### src/rtl/fetch_pkg.sv
// Shared fetch/decode definitions: widths, instruction field slices, opcodes,
// and the state type of the fetch in-flight read slot.
package fetch_pkg;

  localparam int INSTR_W    = 20;
  localparam int ADDR_W     = 8;
  localparam int FIFO_DEPTH = 2;
  localparam int RESET_PC   = 0;

  // Instruction field slices
  localparam int OPC_MSB = 19;
  localparam int OPC_LSB = 16;
  localparam int RA_MSB  = 15;
  localparam int RA_LSB  = 12;
  localparam int RB_MSB  = 11;
  localparam int RB_LSB  = 8;
  localparam int RC_MSB  = 7;
  localparam int RC_LSB  = 4;

  localparam logic [3:0]         OP_STORE  = 4'b1100;
  localparam logic [INSTR_W-1:0] NOP_INSTR = 20'h00000;

  // In-flight read slot: IDLE (nothing outstanding) or PENDING (data returns next cycle)
  typedef enum logic {
    SLOT_IDLE    = 1'b0,
    SLOT_PENDING = 1'b1
  } slot_state_e;

  function automatic logic [3:0] instr_opcode(input logic [INSTR_W-1:0] instr);
    return instr[OPC_MSB:OPC_LSB];
  endfunction

endpackage

### src/rtl/fetch_fifo.sv
// Prefetch buffer for the fetch stage: DEPTH entries of {pc, instr}.
// Pointers carry one extra wrap bit so full and empty are distinguishable.
// push and pop in the same cycle are both performed; flush empties the buffer.
module fetch_fifo #(
  parameter int DEPTH = 2,
  parameter int WIDTH = 28,
  localparam int PTR_W = $clog2(DEPTH)
) (
  input  logic             clock,
  input  logic             reset_n,
  input  logic             push_i,
  input  logic             pop_i,
  input  logic             flush_i,
  input  logic [WIDTH-1:0] wdata_i,
  output logic [WIDTH-1:0] rdata_o,
  output logic [PTR_W:0]   count_o,
  output logic             full_o,
  output logic             empty_o
);

  logic [WIDTH-1:0] mem_q [DEPTH];
  logic [PTR_W:0]   wr_ptr_q;
  logic [PTR_W:0]   rd_ptr_q;

  // Pointer and storage update; flush has priority over push/pop
  always_ff @(posedge clock or negedge reset_n) begin
    if (!reset_n) begin
      wr_ptr_q <= '0;
      rd_ptr_q <= '0;
      for (int i = 0; i < DEPTH; i++) mem_q[i] <= '0;
    end else if (flush_i) begin
      wr_ptr_q <= '0;
      rd_ptr_q <= '0;
    end else begin
      if (push_i) begin
        mem_q[wr_ptr_q[PTR_W-1:0]] <= wdata_i;
        wr_ptr_q <= wr_ptr_q + (PTR_W+1)'(1);
      end
      if (pop_i) begin
        rd_ptr_q <= rd_ptr_q + (PTR_W+1)'(1);
      end
    end
  end

  // Status from pointer comparison: same index with differing wrap bit means full
  always_comb begin
    rdata_o = mem_q[rd_ptr_q[PTR_W-1:0]];
    count_o = wr_ptr_q - rd_ptr_q;
    empty_o = (wr_ptr_q == rd_ptr_q);
    full_o  = (wr_ptr_q[PTR_W] != rd_ptr_q[PTR_W]) &&
              (wr_ptr_q[PTR_W-1:0] == rd_ptr_q[PTR_W-1:0]);
  end

endmodule

### src/rtl/instruction_fetch_unit.sv
// Fetch stage: holds the PC, issues reads to a 1-cycle-latency instruction
// memory and buffers returned words so decode stalls never lose one.
// A redirect flushes the buffer and kills the outstanding read.
// Optional feature macro: FETCH_STALL_CNT_EN adds the stall_cycles counter output.
//
// Handshake: imem_req is a strobe, imem_data is valid exactly one cycle after it.
// Toward decode, an instruction transfers on any rising edge where
// instr_valid=1 and stall=0; instr_out/pc_out stay stable while stalled.
module instruction_fetch_unit #(
  parameter int INSTR_W    = fetch_pkg::INSTR_W,
  parameter int ADDR_W     = fetch_pkg::ADDR_W,
  parameter int FIFO_DEPTH = fetch_pkg::FIFO_DEPTH,
  parameter int RESET_PC   = fetch_pkg::RESET_PC
) (
  input  logic                   clock,
  input  logic                   reset_n,
  output logic                   imem_req,
  output logic [ADDR_W-1:0]      imem_addr,
  input  logic [INSTR_W-1:0]     imem_data,
  input  logic                   stall,
  input  logic                   redirect_valid,
  input  logic [ADDR_W-1:0]      redirect_pc,
  output logic                   instr_valid,
  output logic [INSTR_W-1:0]     instr_out,
  output logic [ADDR_W-1:0]      pc_out,
  output fetch_pkg::slot_state_e dbg_slot_state
`ifdef FETCH_STALL_CNT_EN
  ,
  output logic [15:0]            stall_cycles
`endif
);

  import fetch_pkg::*;

  localparam int ENTRY_W = ADDR_W + INSTR_W;
  localparam int PTR_W   = $clog2(FIFO_DEPTH);
  localparam int OCC_W   = PTR_W + 2;

  logic [ADDR_W-1:0]  pc_q;
  logic [ADDR_W-1:0]  pc_d;
  logic [ADDR_W-1:0]  slot_pc_q;
  slot_state_e        slot_q;
  logic               run_q;

  logic               pending;
  logic               pop;
  logic               push;
  logic               issue;
  logic [OCC_W-1:0]   occ;

  logic [ENTRY_W-1:0] fifo_rdata;
  logic [PTR_W:0]     fifo_count;
  logic               fifo_full;
  logic               fifo_empty;

  fetch_fifo #(
    .DEPTH (FIFO_DEPTH),
    .WIDTH (ENTRY_W)
  ) u_fifo (
    .clock   (clock),
    .reset_n (reset_n),
    .push_i  (push),
    .pop_i   (pop),
    .flush_i (redirect_valid),
    .wdata_i ({slot_pc_q, imem_data}),
    .rdata_o (fifo_rdata),
    .count_o (fifo_count),
    .full_o  (fifo_full),
    .empty_o (fifo_empty)
  );

  // Issue decision: reserve a buffer slot for every read so a response never drops
  always_comb begin
    pending     = (slot_q == SLOT_PENDING);
    instr_valid = !fifo_empty;
    pop         = instr_valid && !stall;
    push        = pending && !redirect_valid && (!fifo_full || pop);
    occ         = OCC_W'(fifo_count) + OCC_W'(pending) - OCC_W'(pop);
    issue       = run_q && !redirect_valid && (occ < OCC_W'(FIFO_DEPTH));
    pc_d        = pc_q;
    if (redirect_valid) pc_d = redirect_pc;
    else if (issue)     pc_d = pc_q + ADDR_W'(1);
  end

  // Decode-facing outputs show NOP/0 whenever the buffer is empty
  always_comb begin
    imem_req       = issue;
    imem_addr      = pc_q;
    instr_out      = instr_valid ? fifo_rdata[INSTR_W-1:0] : NOP_INSTR;
    pc_out         = instr_valid ? fifo_rdata[ENTRY_W-1:INSTR_W] : '0;
    dbg_slot_state = slot_q;
  end

  // PC register and in-flight slot FSM; a redirect returns the slot to IDLE (kill)
  always_ff @(posedge clock or negedge reset_n) begin
    if (!reset_n) begin
      pc_q      <= ADDR_W'(RESET_PC);
      slot_q    <= SLOT_IDLE;
      slot_pc_q <= '0;
      run_q     <= 1'b0;
    end else begin
      pc_q  <= pc_d;
      run_q <= 1'b1;
      case (slot_q)
        SLOT_IDLE:    slot_q <= issue ? SLOT_PENDING : SLOT_IDLE;
        SLOT_PENDING: slot_q <= issue ? SLOT_PENDING : SLOT_IDLE;
        default:      slot_q <= SLOT_IDLE;
      endcase
      if (issue) slot_pc_q <= pc_q;
    end
  end

`ifdef FETCH_STALL_CNT_EN
  logic [15:0] stall_cnt_q;

  // Saturating count of cycles decode held a valid instruction; only reset clears it
  always_ff @(posedge clock or negedge reset_n) begin
    if (!reset_n) begin
      stall_cnt_q <= '0;
    end else if (instr_valid && stall && (stall_cnt_q != 16'hFFFF)) begin
      stall_cnt_q <= stall_cnt_q + 16'd1;
    end
  end

  assign stall_cycles = stall_cnt_q;
`endif

endmodule

### config.mk
export PLATFORM = sky130hd
export DESIGN_NAME = instruction_fetch_unit
export DESIGN_NICKNAME = d
export VERILOG_FILES = /design/src/rtl/fetch_pkg.sv /design/src/rtl/fetch_fifo.sv /design/src/rtl/instruction_fetch_unit.sv
export SDC_FILE = /design/constraint.sdc
export NUM_CORES = 1
export LEC_CHECK = 0
export CORE_MARGIN = 8
export CORE_UTILIZATION = 30
export DETAILED_ROUTE_END_ITERATION = 12
export GPL_TIMING_DRIVEN = 0
export PLACE_DENSITY = 0.52
export RECOVER_POWER = 50
export SYNTH_ARGS = -nofsm -noshare
export SYNTH_HDL_FRONTEND = slang
export SYNTH_SLANG_ARGS = --single-unit
### constraint.sdc
create_clock -name clock -period 6.76 [get_ports clock]
set_clock_uncertainty 0.1 [all_clocks]
set_input_delay 1.014 -clock clock [delete_from_list [all_inputs] [get_ports clock]]
set_output_delay 1.014 -clock clock [all_outputs]
set_load 0.01 [all_outputs]
==> results of run 1 <==
per-layer routing:
metal | up-vias | GRT usage, %
li1 | 1195 | -
met1 | 1240 | 14.5
met2 | 63 | 17.8
met3 | 13 | 3.12
met4 | 0 | 5.24
met5 | - | 0
layout by cell type (no fill, tap or decap), drive strengths merged, types with 2 or more instances in the layout:
cell and n:
a31oi 5, and2 3, buf 8, bufinv 2, clkbuf 19, clkdlybuf4s50 60
clkinv 2, dfrtp 78, dlygate4sd3 9, ha 3, inv 6, mux2 64
mux2i 28, nand2 7, nand3 4, nand4 3, nor2 38, nor3 2
o21ai 3, o311ai 5, o31ai 3, or2 2, or4 3, xnor2 8
xor2 2
final timing paths:
kind / start / to / slack (ns) / cells after the start
max: stall / imem_req / 1.26 / 9
min: u_fifo.mem_q[54] / u_fifo.mem_q[54] / 0.40 / 1
max reg2reg: u_fifo.wr_ptr_q[0] / slot_pc_q[4] / 3.22 / 10
min reg2reg: u_fifo.mem_q[54] / u_fifo.mem_q[54] / 0.40 / 1
max in group asynchronous: reset_n / imem_addr[5] / 2.53 / 2
min in group asynchronous: reset_n / u_fifo.mem_q[7] / 1.13 / 1
report_power, final:
group          switching (mW)  internal, mW  leakage (nW)  total [mW]
Sequential              0.120         0.661         0.972       0.781
Clock                   0.194         0.336         0.159       0.530
Combinational           0.481         0.540         0.856        1.02
Total                   0.794          1.54          1.99        2.33
critical path: stages:
cell and delay [ns]:
dlygate4sd3_1 0.58, a21oi_1 0.21, ha_1 0.26, nand2b_1 0.15, fa_1 0.37, xnor2_1 0.27, xor2_1 0.18, nor3_2 0.65
clkdlybuf4s50_1 0.68
area by class of cell:
type                       count  area, um^2
sequential                    78        1950
clock buffer                  10         239
fill                        1169        7070
multi-input combinational    191        1580
tap                          147         184
clock inverter                 6        93.8
buffer                        15        75.1
inverter                       5        18.8
timing repair buffer          71         698
registers in the layout (all words and copies together) (netlist names):
signal	cells
u_fifo.wr_ptr_q	2
dbg_slot_state	1
u_fifo.rd_ptr_q	2
slot_pc_q	8
imem_addr	8
u_fifo.mem_q	56
run_q	1
logic make-up after synthesis:
kind of cell    count (synthesis)  share of synthesized area [%]
mux                            92                           27.5
fa+ha+maj                       4                           1.58
other cells                     1                          0.103
simple gates                   65                           8.48
compound gates                 19                           3.78
xor+xnor                       10                           2.40
buf+inv                        20                           2.61
flops                          78                           53.6
per-stage QoR:
| stage | power [mW] | cell area, um^2 |
|---|---|---|
| finish | 2.33 | 4840 |
| global route | 2.51 | 4840 |
| CTS | 2.39 | 4880 |
| detailed placement | 1.84 | 4550 |
| global placement | 1.82 | 4530 |
| floorplan | 1.41 | 3640 |
==> results.cfg, run 1 <==
[timing]
slew_viol_final = 92
fin_crit_sh_pct = 81.4
hold_slack_ns = 0.403
hold_viol = 0
worstMarginPinSlew_ns = 2.25
setup_tns_ns = 0
period_minus_slack_ns = 5.50
setup_viol = 0
rsz0062_at_grt = false
fin_ws_ns = 1.26
slew_headroom_pct = -50.0
fmax_ghz = 0.182

[power]
p_per_area_mw_per_mm2 = 482
p_leak_nw = 1.99
ir_drop_mv = 0.135

[global_routing]
antenna_found_initial = 0
grt_pass1_vias = 2738
grt_pass1_wl_um = 14500
grt_usage_pct = 11.4
grt_max_degree = 44
grt-ovfl-total = 0

[cts]
post_cts_buffers = 0
clk_latency_ns = 0.33
cts_hold_buf = 0
root_buffer = clkbuf_16
path_clk_slew_ns = 0.06
max-clock-path-buffers = 2
cts-resized-gates = 0
cts.sinks = 78
cts_tree = done
h-tree-depth = 3
numCtsBuffers = 9

[job]
cap_violations = 3

[cells_and_area]
area_delta_synth_final_pct = 32.9
fin_nets = 407
num_antenna_cells = 0
drive_above_1_share_pct = 23.7
postLayoutCoreUtil_pct = 40.7
final-instance-count-excl-fill = 523

[outcome]
violations = capacitance limit, slew limit
status = finished with violations

[floorplanning]
rows = 40
initial_core_util_pct = 30.6
ioPinCount = 71
dieArea_mm2 = 0.0159
die_w_um = 126
core-area_mm2 = 0.0119
chipHeight_um = 126

[yosys]
yosysTopAreaCell = dfrtp_1
synth_top_area_share_pct = 53.6
netlist_top_cells_area = dfrtp_1 (54%), mux2_2 (20%), mux2i_1 (7.7%), nor2_1 (3.9%), xnor2_1 (1.9%)
synthFlopType = dfrtp_1
synth.most_common_cell = dfrtp_1
async_flop_share_pct = 100
synthCells = 289
synth_edf_count = 0
ys_top_cells_by_count = dfrtp_1 (78), mux2_2 (64), nor2_1 (38), mux2i_1 (28), xnor2_1 (8)
yosysUniqueCellTypes = 34
ys_seq_area_share_pct = 53.6
ys_ff_latch = 78
syn_avg_cell_area_um2 = 12.6
yosysWarningCount = 0
synth_nets = 325
synth_area_mm2 = 0.00364

[drt]
wl_met3_um = 467
via_count = 2511
drt_pre_antenna_iters = 4
wire_per_inst_um = 16.4
avgViaCountPerCell = 4.80
ant_nets = 0
routed.top_layer = met4
wl_met1_um = 4030
wl_met2_um = 3900
drcViolationCount = 0
wl_um = 8560
drtIter0Drc = 82

[place]
place.gp.congestion = 0.766
post-place-ws_ns = 1.34
dp_cells = 507
port_buffers = 70
place_hpwl_um = 6090

[critical_path]
critPathKind = input port to output pin
cp_max_fo = 10
worstSetupStartpointType = input port
required_ns = 5.65
critPathCaptureType = output pin
critPathArrivalTime_ns = 4.39

[min_path]
worst_hold_path_type = flip-flop to flip-flop
Note: power is estimated with default switching activity, not from simulation.
==> inputs of run 2 (changes only) <==
- clock period: 6.76 -> 5.4 ns (I/O delays scaled with it)
==> results.cfg, run 2 (synthesized netlist as in run 1, its figures left out) <==
[outcome]
status = finished with violations
violations = capacitance limit, slew limit

[critical_path]
critPathBufInv = 2
r2r_cells = 10
cp_max_fo = 10
critical_path.most_common_cell = clkdlybuf4s50_1
crit_path_max_incr_delay_ns = 0.68
critPathLaunch = stall
cp_num_cells = 9
critPathArrivalTime_ns = 4.06
r2r_setup_slack_ns = 1.86
cp-endpoint = imem_req
r2r-end = slot_pc_q[4]
required_ns = 4.49
cp_cell_sequence = clkdlybuf4s50_1, a21oi_1, ha_1, nand2b_1, fa_1, xnor2_1, xor2_1, nor3_2, clkdlybuf4s50_1
cp_top_family = buffers and inverters
critPathCaptureType = output pin
critPathKind = input port to output pin
worstSetupStartpointType = input port
reg2reg_from = u_fifo.wr_ptr_q[0]
cp_slowest_cell = clkdlybuf4s50_1

[cells_and_area]
area_delta_synth_final_pct = 32.9
largest_reg_flops = 56
nFillCells = 1169
postLayoutCoreUtil_pct = 40.7
drive_above_1_share_pct = 23.7
fin_nets = 407
multiInputGateArea_mm2 = 0.00158
seq_area_mm2 = 0.00195
regMostFlops = u_fifo.mem_q
num_antenna_cells = 0
final_common_cell = dfrtp_1
layout_common_cells = dfrtp_1 (78), mux2_2 (64), clkdlybuf4s50_1 (61)

[global_routing]
busiest_layer = met2
met1_usage_pct = 14.5
grt_usage_pct = 11.4
gr-usage-met2_pct = 17.8
grt_pass1_wl_um = 14500
grt-ovfl-total = 0
grt_max_degree = 44
grt_pass1_vias = 2738
antenna_found_initial = 0
met3_usage_pct = 3.12

[cts]
max-clock-path-buffers = 2
root_buffer = clkbuf_16
post_cts_buffers = 0
path_clk_slew_ns = 0.06
h-tree-depth = 3
cts.sinks = 78
cts_hold_buf = 0
cts-resized-gates = 0
numCtsBuffers = 9
cts_tree = done
clk_latency_ns = 0.33

[min_path]
worst_hold_path_type = flip-flop to flip-flop

[power]
p_per_area_mw_per_mm2 = 603
ir_drop_mv = 0.168
p_leak_nw = 1.99

[timing]
slew_viol_final = 92
fin_crit_sh_pct = 92.0
hold_viol = 0
setup_tns_ns = 0
slew_headroom_pct = -50.1
setup_viol = 0
fmax_ghz = 0.201
rsz0062_at_grt = false
period_minus_slack_ns = 4.97
worstMarginPinSlew_ns = 2.25

[place]
port_buffers = 70
place.gp.congestion = 0.766
place_hpwl_um = 6090

[drt]
via_count = 2511
ant_nets = 0
drtIter0Drc = 83
drcViolationCount = 0
drt_pre_antenna_iters = 4
avgViaCountPerCell = 4.80
wire_per_inst_um = 16.4
wl_um = 8560

[job]
cap_violations = 3

[floorplanning]
core-area_mm2 = 0.0119
rows = 40
die_w_um = 126
initial_core_util_pct = 30.6
chipHeight_um = 126
ioPinCount = 71
dieArea_mm2 = 0.0159
==> run 2: changes by cell type in the layout (fill, tap and decap cells not counted) <==
cell	previous run	this run
buf_1	2	1
clkbuf_1	9	10
clkdlybuf4s50_1	60	61
dlygate4sd3_1	9	8
==> run 2: worst min-delay path by stage <==
stage | to | slack (ns) | depth (start not counted) | from
2_1_floorplan | u_fifo.mem_q[12] | 0.38 | 1 | u_fifo.mem_q[12]
3_3_place_gp | u_fifo.mem_q[11] | 0.39 | 1 | u_fifo.mem_q[11]
3_5_place_dp | u_fifo.mem_q[24] | 0.39 | 1 | u_fifo.mem_q[24]
4_1_cts | u_fifo.mem_q[35] | 0.35 | 1 | reset_n
5_1_grt | u_fifo.mem_q[49] | 0.42 | 1 | u_fifo.mem_q[49]
6_report | u_fifo.mem_q[54] | 0.40 | 1 | u_fifo.mem_q[54]
==> run 2: layout make-up <==
type / count / share of cell area, %
inverters: 5 / 0.388
plain buffers: 15 / 1.55
well taps: 147 / 3.80
clock buffers: 10 / 4.94
flip-flops and latches: 78 / 40.3
clock inverters: 6 / 1.94
repair buffers: 71 / 14.4
multi-input cells: 191 / 32.7
==> run 2: per-layer routing <==
metal	wire length (um)	up-vias
li1	-	1196
met1	4030	1239
met2	3910	63
met3	467	13
met4	153	0
met5	0	-
==> run 2: power by group <==
group / switching [mW] / internal [mW]
logic: 0.601 / 0.677
clock network: 0.243 / 0.420
registers: 0.150 / 0.828
total: 0.994 / 1.93
==> run 2: per-stage QoR <==
stage	instance area [um^2]	setup WS (ns)	cells	total power, mW	hold WS (ns)
5_1_grt	4840	0.163	523	3.15	0.415
2_1_floorplan	3640	1.83	289	1.76	0.379
3_3_place_gp	4530	0.382	506	2.28	0.387
4_1_cts	4880	0.376	523	2.99	0.349
6_report	4840	0.432	523	2.92	0.403
3_5_place_dp	4550	0.383	507	2.30	0.393
